File: src/rtl/im_fetch_arbiter.sv
// im_fetch_arbiter: fixed-priority fetch/debug arbiter for the instruction-memory read port with starvation escape; optional IM_ARB_FAULT_EN address checking
module im_fetch_arbiter #(
  parameter int STARVE_MAX = 4,
  parameter int CNT_W = 3,
  parameter int AW = 32
) (
  input  logic          clk,
  input  logic          rst,
  input  logic          f_req,
  input  logic [AW-1:0] f_addr,
  output logic          f_gnt,
  output logic          f_rvalid,
  output logic [31:0]   f_rdata,
  input  logic          d_req,
  input  logic [AW-1:0] d_addr,
  output logic          d_gnt,
  output logic          d_rvalid,
  output logic [31:0]   d_rdata,
  output logic [AW-1:0] mem_addr,
  input  logic [31:0]   mem_data,
  output logic          f_stall
`ifdef IM_ARB_FAULT_EN
  ,
  output logic          f_err,
  output logic          d_err
`endif
);
  typedef enum logic {ARB_F, ARB_D} state_t;
  state_t state, state_n;
  logic [CNT_W-1:0] cnt, cnt_n;
  logic f_rv, d_rv;
  logic [31:0] word;
  assign mem_addr = d_gnt ? d_addr : f_addr;
  assign f_stall = f_req & ~f_gnt;
  assign f_rvalid = f_rv & ~rst;
  assign d_rvalid = d_rv & ~rst;
`ifdef IM_ARB_FAULT_EN
  logic bad, f_eq, d_eq;
  assign bad = !(mem_addr[31:20] == 12'h9fc || mem_addr[31:20] == 12'h800) || mem_addr[1:0] != 2'b00;
  assign word = bad ? 32'h0 : mem_data;
  assign f_err = f_eq & ~rst;
  assign d_err = d_eq & ~rst;
  // error flags travel with the rvalid pulse of the offending grant
  always_ff @(posedge clk) begin
    f_eq <= ~rst & f_gnt & bad;
    d_eq <= ~rst & d_gnt & bad;
  end
`else
  assign word = mem_data;
`endif
  // grant selection follows the current priority state; next state and starvation count
  always_comb begin
    f_gnt = ~rst & f_req & (state == ARB_F | ~d_req);
    d_gnt = ~rst & d_req & (state == ARB_D | ~f_req);
    cnt_n = (d_gnt | ~d_req) ? '0 : (cnt == CNT_W'(STARVE_MAX)) ? cnt : cnt + 1'b1;
    state_n = (state == ARB_F)
      ? ((d_req & ~d_gnt & cnt == CNT_W'(STARVE_MAX - 1)) ? ARB_D : ARB_F)
      : ((d_gnt | ~d_req) ? ARB_F : ARB_D);
  end
  // state, counter and one-cycle registered read return per port
  always_ff @(posedge clk) begin
    if (rst) begin
      state <= ARB_F;
      cnt <= '0;
      f_rv <= 1'b0;
      d_rv <= 1'b0;
      f_rdata <= 32'h0;
      d_rdata <= 32'h0;
    end else begin
      state <= state_n;
      cnt <= cnt_n;
      f_rv <= f_gnt;
      d_rv <= d_gnt;
      if (f_gnt) f_rdata <= word;
      if (d_gnt) d_rdata <= word;
    end
  end
endmodule
File: config.mk
export PLATFORM = sky130hd
export DESIGN_NAME = im_fetch_arbiter
export DESIGN_NICKNAME = d
export VERILOG_FILES = /design/src/rtl/im_fetch_arbiter.sv
export SDC_FILE = /design/constraint.sdc
export NUM_CORES = 1
export LEC_CHECK = 0
export ABC_CLOCK_PERIOD_IN_PS = 2000
export CAP_MARGIN = 20
export CORE_ASPECT_RATIO = 1.4
export CORE_MARGIN = 5
export CORE_UTILIZATION = 30
export CTS_BUF_LIST = sky130_fd_sc_hd__clkbuf_16
export CTS_CLUSTER_SIZE = 28
export DETAILED_ROUTE_END_ITERATION = 8
export PLACE_DENSITY = 0.67
export SLEW_MARGIN = 20
export SYNTH_ARGS = -nofsm -noshare
export SYNTH_HDL_FRONTEND = slang
export SYNTH_SLANG_ARGS = --single-unit
File: constraint.sdc
create_clock -name clk -period 2 [get_ports clk]
set_clock_uncertainty 0.05 [all_clocks]
set_input_delay 0.4 -clock clk [delete_from_list [all_inputs] [get_ports clk]]
set_output_delay 0.4 -clock clk [all_outputs]
set_load 0.01 [all_outputs]
After elaboration in Yosys (flattened, before gate mapping)
Index checks and enable logic that the tools add are counted.
Word-level totals
  memories: 0
  memory bits (writable): 0
  logic and storage cells: 32
  bits in latches: 0
  bits in read-only memories: 0
  bits in registers: 70
  output and inout bits: 101
Cells by class
  bitwise gates (word level): 18
  add/subtract/negate cells: 1
  reduce and logical (&&, ||, !) cells: 1
  muxes and demuxes: 4
  multipliers: 0
  shift operators: 0
  div/mod/pow operators: 0
  eq/ne operators: 2
  order comparisons: 0
Operators by type and width (count)
  2-to-1 mux 32 bit: 1
  bitwise AND 1 bit: 9
  inverter 1 bit: 6
  adder 3 x 1 -> 3 bit, second input constant: 1
  == test 3 x 2 -> 1 bit, second input constant: 1
  == test 3 bit, second input constant: 1
  2-to-1 mux 1 bit: 3
  bitwise OR 1 bit: 3
  OR reduction 2 bit: 1

Depth between registers and ports, before layout
Gate-level depths: netlist of run 1.
  word-level depth: 8
  gate-level depth with buffers: 5

Least setup slack after synthesis of run 1
No wires, ideal clock.
  kind: register -> output
  start: register state
  end: output mem_addr[0]
  setup slack: 0.367 ns
  buffers on the path: 2
  arrival: 1.183 ns
  cell stages (with the launch flop): 6
  data required time: 1.550 ns
  cell sequence: dfxtp_1 nand2b_2 nand3b_4 buf_6 buf_6 mux2_4
On the way
  word-level cells in the longest chain between the ends: 3
RTL lines
  from (decl): line 29  | state_t state, state_n;
  from (signal assigned): line 70  | state <= state_n;
  bitwise OR 1 bit: line 54  | d_gnt = ~rst & d_req & (state == ARB_D | ~f_req);
  bitwise AND 1 bit: line 54
  2-to-1 mux 32 bit: line 33  | assign mem_addr = d_gnt ? d_addr : f_addr;
  to (decl): line 19  | output logic [AW-1:0] mem_addr,
Every way passes these cells.

Final worst setup path of run 1
  start: register state
  end: output mem_addr[7]
Same word-level chain as after synthesis.

==> flow_summary.toml, run 1 <==
[global_route]
grt_max_degree = 40
grt_pass1_wl_um = 15300
antenna_found_initial = 1
overflow = 0
grt_usage_pct = 14.7
grt_pass1_vias = 2863

[power]
peakVddDrop_mv = 0.532
combPwrFrac_pct = 21.9
power_density_nw_per_um2 = 686
power.total_mw = 4.11
sw_frac_of_total_pct = 22.5
p_leak_nw = 2.65
seqPwrFrac_pct = 37.1
p_clk_share_pct = 41.0
p_sw_mw = 0.925
internal-power_mw = 3.19

[cells_and_area]
design_area_um2 = 5990
diodes = 0
n_fill_cell = 902
synthToLayoutAreaGrowth_pct = 78.8
stdcell_count = 633
nets = 590
drive_above_1_share_pct = 33.9

[hold_path]
min_path_cells = 2
min_to = "cnt[1]"
hold_path.class = "flop to flop"
hp-start = "cnt[2]"

[cts]
clk_latency_ns = 0.32
cts_tree = "built"
cts_buffer_depth = 2
htreeDepth = 3
cts_sinks = 70
numCtsBuffers = 9
clk_pin_slew_ns = 0.05
root_buffer = "clkbuf_16"

[place]
portBuffers = 200
place_area_um2 = 5490
gp_congestion = 0.857
dp.cells = 609
pre_cts_ws_ns = -0.578
hpwl_um = 7790

[worst_setup_path]
worstSetupStartpointType = "flop"
crit_chain = "nand2b_4, nand3b_4, buf_12, buf_12, buf_16, mux2_4, buf_6"
ff2ff_path_depth = 5
r2r-end = "d_rdata[21]"
required_ns = 1.55
crit_arrival_ns = 1.69
crit_cells = 7
critical-path-max-stage-delay_ns = 0.32
crit_fanout = 6
r2r_slack_ns = 0.28
critPathBufInv = 4
crit_path_frequent_cell = "buf_12"
worstSetupPathType = "flop to primary output"
cpLargestDelayFamily = "buffers and inverters"
cp_slowest_cell = "dfxtp_2"
regToRegStartpoint = "state"
end_kind = "primary output"

[yosys]
synth_top_area_share_pct = 41.8
synth_edf_count = 0
synth.most_common_cell = "dfxtp_1"
synth_largest_area_cell = "dfxtp_1"
synth_cells = 275
synth_cell_type_count = 23
syn_nets = 378
synth_flop_cell = "dfxtp_1"
yosys_warnings = 0
ys_top_cells_by_count = "dfxtp_1, nor2b_1, mux2_2"
ys_seq_area_share_pct = 41.8
synth_area_leaders = "dfxtp_1, mux2_2, mux2_4"
syn_area_um2 = 3350
syn_area_per_cell_um2 = 12.2
synth-seq-cells = 70
async_flop_share_pct = 0

[floorplan]
rows = 45
start_util_pct = 30.7
io_pins = 201
dieWidth_um = 99.3
die-area_um2 = 13400
dieHeight_um = 135
coreArea_um2 = 10900

[timing]
finalSetupViolCount = 33
period_needed_ns = 2.14
finalWorstSetupSlack_ns = -0.143
rsz0062_at_grt = "yes"
fmax_mhz = 467
tightest_slew_ns = 0.387
hold_viol = 0
fin_crit_sh_pct = 107
relSlewSlack_pct = 74.2
slew_violations = 0
tns_ns = -1.91

[detailed_routing]
top_layer_used = "met5"
drt-initial-drc-count = 50
drt-met1-wl_um = 3730
wl_met3_um = 1110
first_pass_iters = 4
routedWlPerCell_um = 16.2
drt-total-wl_um = 10300
viasPerCell = 4.40
vias = 2783
met2_length_um = 5330
antenna_left = 0
remaining_drc_errors = 0

[status]
violations = "setup timing"
outcome = "complete, but fails checks"

[run]
drv_cap = 0
## how the worst max path moves through the flow
stage	start	to
2_1_floorplan	state	mem_addr[0]
3_3_place_gp	f_req	mem_addr[18]
3_5_place_dp	f_req	mem_addr[11]
4_1_cts	state	mem_addr[3]
5_1_grt	state	mem_addr[7]
6_report	state	mem_addr[7]
## flip-flops by register name, indices dropped and copies added, names as in the netlist
| register | flops |
|---|---|
| cnt | 3 |
| f_rv | 1 |
| f_rdata | 32 |
| state | 1 |
| d_rv | 1 |
| d_rdata | 32 |
## placed cells by master, fill, tap and decap left out, types with 2 or more instances in the layout
| cell type | instances |
|---|---|
| nand2_1 | 3 |
| nor2b_1 | 62 |
| and2b_1 | 4 |
| bufinv_16 | 2 |
| buf_2 | 5 |
| inv_1 | 8 |
| dfxtp_1 | 69 |
| mux2_2 | 57 |
| nor2_1 | 2 |
| mux2_4 | 38 |
| a21oi_1 | 2 |
| buf_12 | 5 |
| buf_4 | 10 |
| clkbuf_16 | 9 |
| clkdlybuf4s50_1 | 161 |
| clkinv_4 | 3 |
| dlygate4sd2_1 | 6 |
| buf_6 | 28 |
| ha_1 | 3 |
| buf_16 | 2 |
## logic make-up (layout without fill, tap and decap cells)
kind of cell	after synthesis	count (layout)	synth area share, %
xor gates and xnor gates	1	1	0.261
DFF	70	70	41.8
adders and majority gates	3	3	1.12
muxes	96	96	36.5
buffers and inverters	25	242	4.93
and+or+nand+nor	78	78	15.0
AOI/OAI and AO/OA	2	2	0.299
## worst register-to-register path, stage by stage (launching register included)
cell	delay (ns)
dfxtp_2	0.31
nand2b_4	0.14
nand3b_4	0.09
bufbuf_16	0.27
buf_4	0.35
mux2_2	0.39
## stage by stage
step	hold slack, ns	util, %
global placement	0.423	50.3
global route	0.502	54.8
floorplan	0.407	-
CTS	0.447	54.8
detailed placement	0.439	50.3
finish	0.443	54.8
## per-layer routing
| metal | GRT usage [%] | vias up |
|---|---|---|
| met2 | 27.6 | 143 |
| met5 | 0 | - |
| met3 | 6.67 | 10 |
| li1 | - | 1346 |
| met1 | 14.1 | 1282 |
| met4 | 4.56 | 2 |
## power by group through the flow
stage | Clock, mW | Combinational (mW) | Sequential, mW
global placement | 0 | 0.861 | 1.55
global route | 1.81 | 0.951 | 1.54
finish | 1.69 | 0.899 | 1.53
detailed placement | 0 | 0.872 | 1.56
floorplan | 0 | 0.312 | 1.59
CTS | 1.75 | 0.912 | 1.53
## area by class of cell
| class | instances | area, um^2 | area share, % |
|---|---|---|---|
| timing repair buffer | 218 | 2270 | 37.9 |
| tap | 141 | 176 | 2.95 |
| inverter | 8 | 30.0 | 0.501 |
| clock inverter | 7 | 98.8 | 1.65 |
| sequential | 70 | 1400 | 23.4 |
| clock buffer | 9 | 225 | 3.76 |
| multi-input combinational | 180 | 1790 | 29.9 |
## timing repair
item / in CTS / in global routing
pin swaps: 1 / 0
cloned: 4 / 0
setup endpoints to repair: 37 / 34
setup buffers: 4 / 1
resized for setup: 167 / 2
hold buffers: 0 / 0
(Power assumes the default switching activity.)
==> run 2, diff against run 1 <==
--- a/config.mk
+++ b/config.mk
@@ -13,6 +13,7 @@
 export CTS_BUF_LIST = sky130_fd_sc_hd__clkbuf_16
 export CTS_CLUSTER_SIZE = 28
 export DETAILED_ROUTE_END_ITERATION = 8
+export GPL_ROUTABILITY_DRIVEN = 0
 export PLACE_DENSITY = 0.67
 export SLEW_MARGIN = 20
 export SYNTH_ARGS = -nofsm -noshare
==> results of run 2 <==
The final DEF is identical to that of run 1; final timing and power are the same.
==> run 3, diff against run 2 <==
--- a/config.mk
+++ b/config.mk
@@ -5,7 +5,7 @@
 export SDC_FILE = /design/constraint.sdc
 export NUM_CORES = 1
 export LEC_CHECK = 0
-export ABC_CLOCK_PERIOD_IN_PS = 2000
+export ABC_CLOCK_PERIOD_IN_PS = 2560
 export CAP_MARGIN = 20
 export CORE_ASPECT_RATIO = 1.4
 export CORE_MARGIN = 5
==> constraint.sdc (replaced) <==
create_clock -name clk -period 2.56 [get_ports clk]
set_clock_uncertainty 0.05 [all_clocks]
set_input_delay 0.512 -clock clk [delete_from_list [all_inputs] [get_ports clk]]
set_output_delay 0.512 -clock clk [all_outputs]
set_load 0.01 [all_outputs]
==> run 3 against run 2 <==
Utilization decreased by 1.6 points. Highest routed layer unchanged. Largest cell class unchanged. Die area unchanged. The run now ends clean. Largest power group is now registers. Combinational power decreased by 26%. Via count decreased by 2.8%. Design area decreased by 2.8%.
==> flow_summary.toml, run 3 (synthesis gave the netlist of run 1 again) <==
[place]
pre_cts_ws_ns = -0.262
hpwl_um = 7880
place_area_um2 = 5480
portBuffers = 200

[detailed_routing]
drt-initial-drc-count = 43
first_pass_iters = 4
remaining_drc_errors = 0
antenna_left = 0
routedWlPerCell_um = 16.2
viasPerCell = 4.32
vias = 2706
drt-total-wl_um = 10100

[cts]
root_buffer = "clkbuf_16"
cts_buffer_depth = 2
cts_sinks = 70
clk_latency_ns = 0.32
cts_tree = "built"
htreeDepth = 3
hold_buffers = 0
numCtsBuffers = 9
clk_pin_slew_ns = 0.05

[cells_and_area]
final_common_cell = "clkdlybuf4s50_1"
synthToLayoutAreaGrowth_pct = 73.7
n_fill_cell = 970
utilization_pct = 53.3
drive_above_1_share_pct = 26.2
final_cell_mix = "clkdlybuf4s50_1, dfxtp_1, nor2b_1"
design_area_um2 = 5820
diodes = 0
nets = 584
top_regs = "d_rdata (32), f_rdata (32), cnt (3)"

[timing]
period_needed_ns = 2.50
tightest_slew_ns = 0.406
slew_violations = 0
fmax_mhz = 400
relSlewSlack_pct = 72.9
finalWorstSetupSlack_ns = 0.0615
rsz0062_at_grt = "no"
fin_crit_sh_pct = 97.6
hold_viol = 0
finalSetupViolCount = 0

[floorplan]
start_util_pct = 30.7
dieHeight_um = 135
coreArea_um2 = 10900
dieWidth_um = 99.3
io_pins = 201
rows = 45
die-area_um2 = 13400

[power]
power.total_mw = 3.05
p_leak_nw = 2.58
power_density_nw_per_um2 = 523
peakVddDrop_mv = 0.508

[worst_setup_path]
endpoint = "mem_addr[22]"
required_ns = 2.00
worstSetupStartpointType = "primary input"
crit_start = "f_req"
regToRegStartpoint = "state"
worstSetupPathType = "primary input to primary output"
ff2ff_path_depth = 5
r2r_slack_ns = 0.82
end_kind = "primary output"
r2r-end = "d_rdata[16]"
crit_arrival_ns = 1.94
crit_fanout = 6

[run]
drv_cap = 0

[global_route]
grt_pass1_vias = 2882
overflow = 0
grt_max_degree = 40
antenna_found_initial = 1
grt_usage_pct = 14.6
grt_pass1_wl_um = 15300

[hold_path]
min_path_cells = 2
hold_path.class = "flop to flop"

[status]
outcome = "finished clean"
[run 3: changes by cell type in the layout (fill, tap and decap cells not counted), moves of 3 or more]
| cell | before | now |
|---|---|---|
| dlymetal6s2s_1 | 0 | 5 |
| buf_2 | 5 | 1 |
| buf_6 | 28 | 0 |
| clkdlybuf4s50_1 | 161 | 169 |
| dlygate4sd2_1 | 6 | 24 |
| buf_12 | 5 | 2 |
| clkinv_4 | 3 | 0 |
[run 3: report_power, final]
group	internal (mW)	switching (mW)
Combinational	0.446	0.216
Sequential	1.16	0.0335
Clock	0.745	0.445
[run 3: routing by layer]
| metal | vias to the layer above | share of wire (%) | global-route usage, % |
|---|---|---|---|
| met2 | 137 | 51 | 26.6 |
| li1 | 1326 | - | - |
| met1 | 1230 | 37 | 15.0 |
| met4 | 2 | 1.0 | 4.10 |
| met3 | 11 | 11 | 6.36 |
| met5 | - | 0.079 | 0 |
[run 3: how the worst min path moves through the flow]
stage,startpoint,endpoint,slack [ns]
2_1_floorplan,cnt[2],cnt[1],0.41
3_3_place_gp,cnt[2],cnt[1],0.42
3_5_place_dp,cnt[2],cnt[1],0.44
4_1_cts,cnt[2],cnt[1],0.45
5_1_grt,cnt[2],cnt[1],0.47
6_report,cnt[2],cnt[1],0.44
[run 3: final cells by class]
cell class                      count  area [um^2]  share of cell area, %
Timing Repair Buffer              212         2140                   36.8
Multi-Input combinational cell    180         1780                   30.7
Sequential cell                    70         1400                   24.1
Clock buffer                        9          225                   3.87
Tap cell                          141          176                   3.03
Clock inverter                      6         62.6                   1.08
Inverter                            8         30.0                  0.516
[run 3: timing repair]
| action | CTS | global route |
|---|---|---|
| resized for setup | 26 | 6 |
| endpoints found under the setup margin | 34 | 6 |
| gates cloned | 2 | 0 |
| pin swaps | 0 | 0 |
| setup buffers | 1 | 0 |
[run 3: critical path, cell delays in order]
cell             delay (ns)
dlygate4sd2_1          0.26
nand2b_2               0.09
nand3b_4               0.13
buf_12                 0.17
mux2_4                 0.28
clkdlybuf4s50_1        0.48
[run 3: stage by stage]
stage                     setup TNS, ns  instances  hold slack (ns)
final                                 0        626            0.441
after detailed placement          -6.85        608            0.444
after global placement            -5.67        608            0.422
after global routing                  0        626            0.472
after floorplan                       0        275            0.407
after CTS                             0        626            0.449
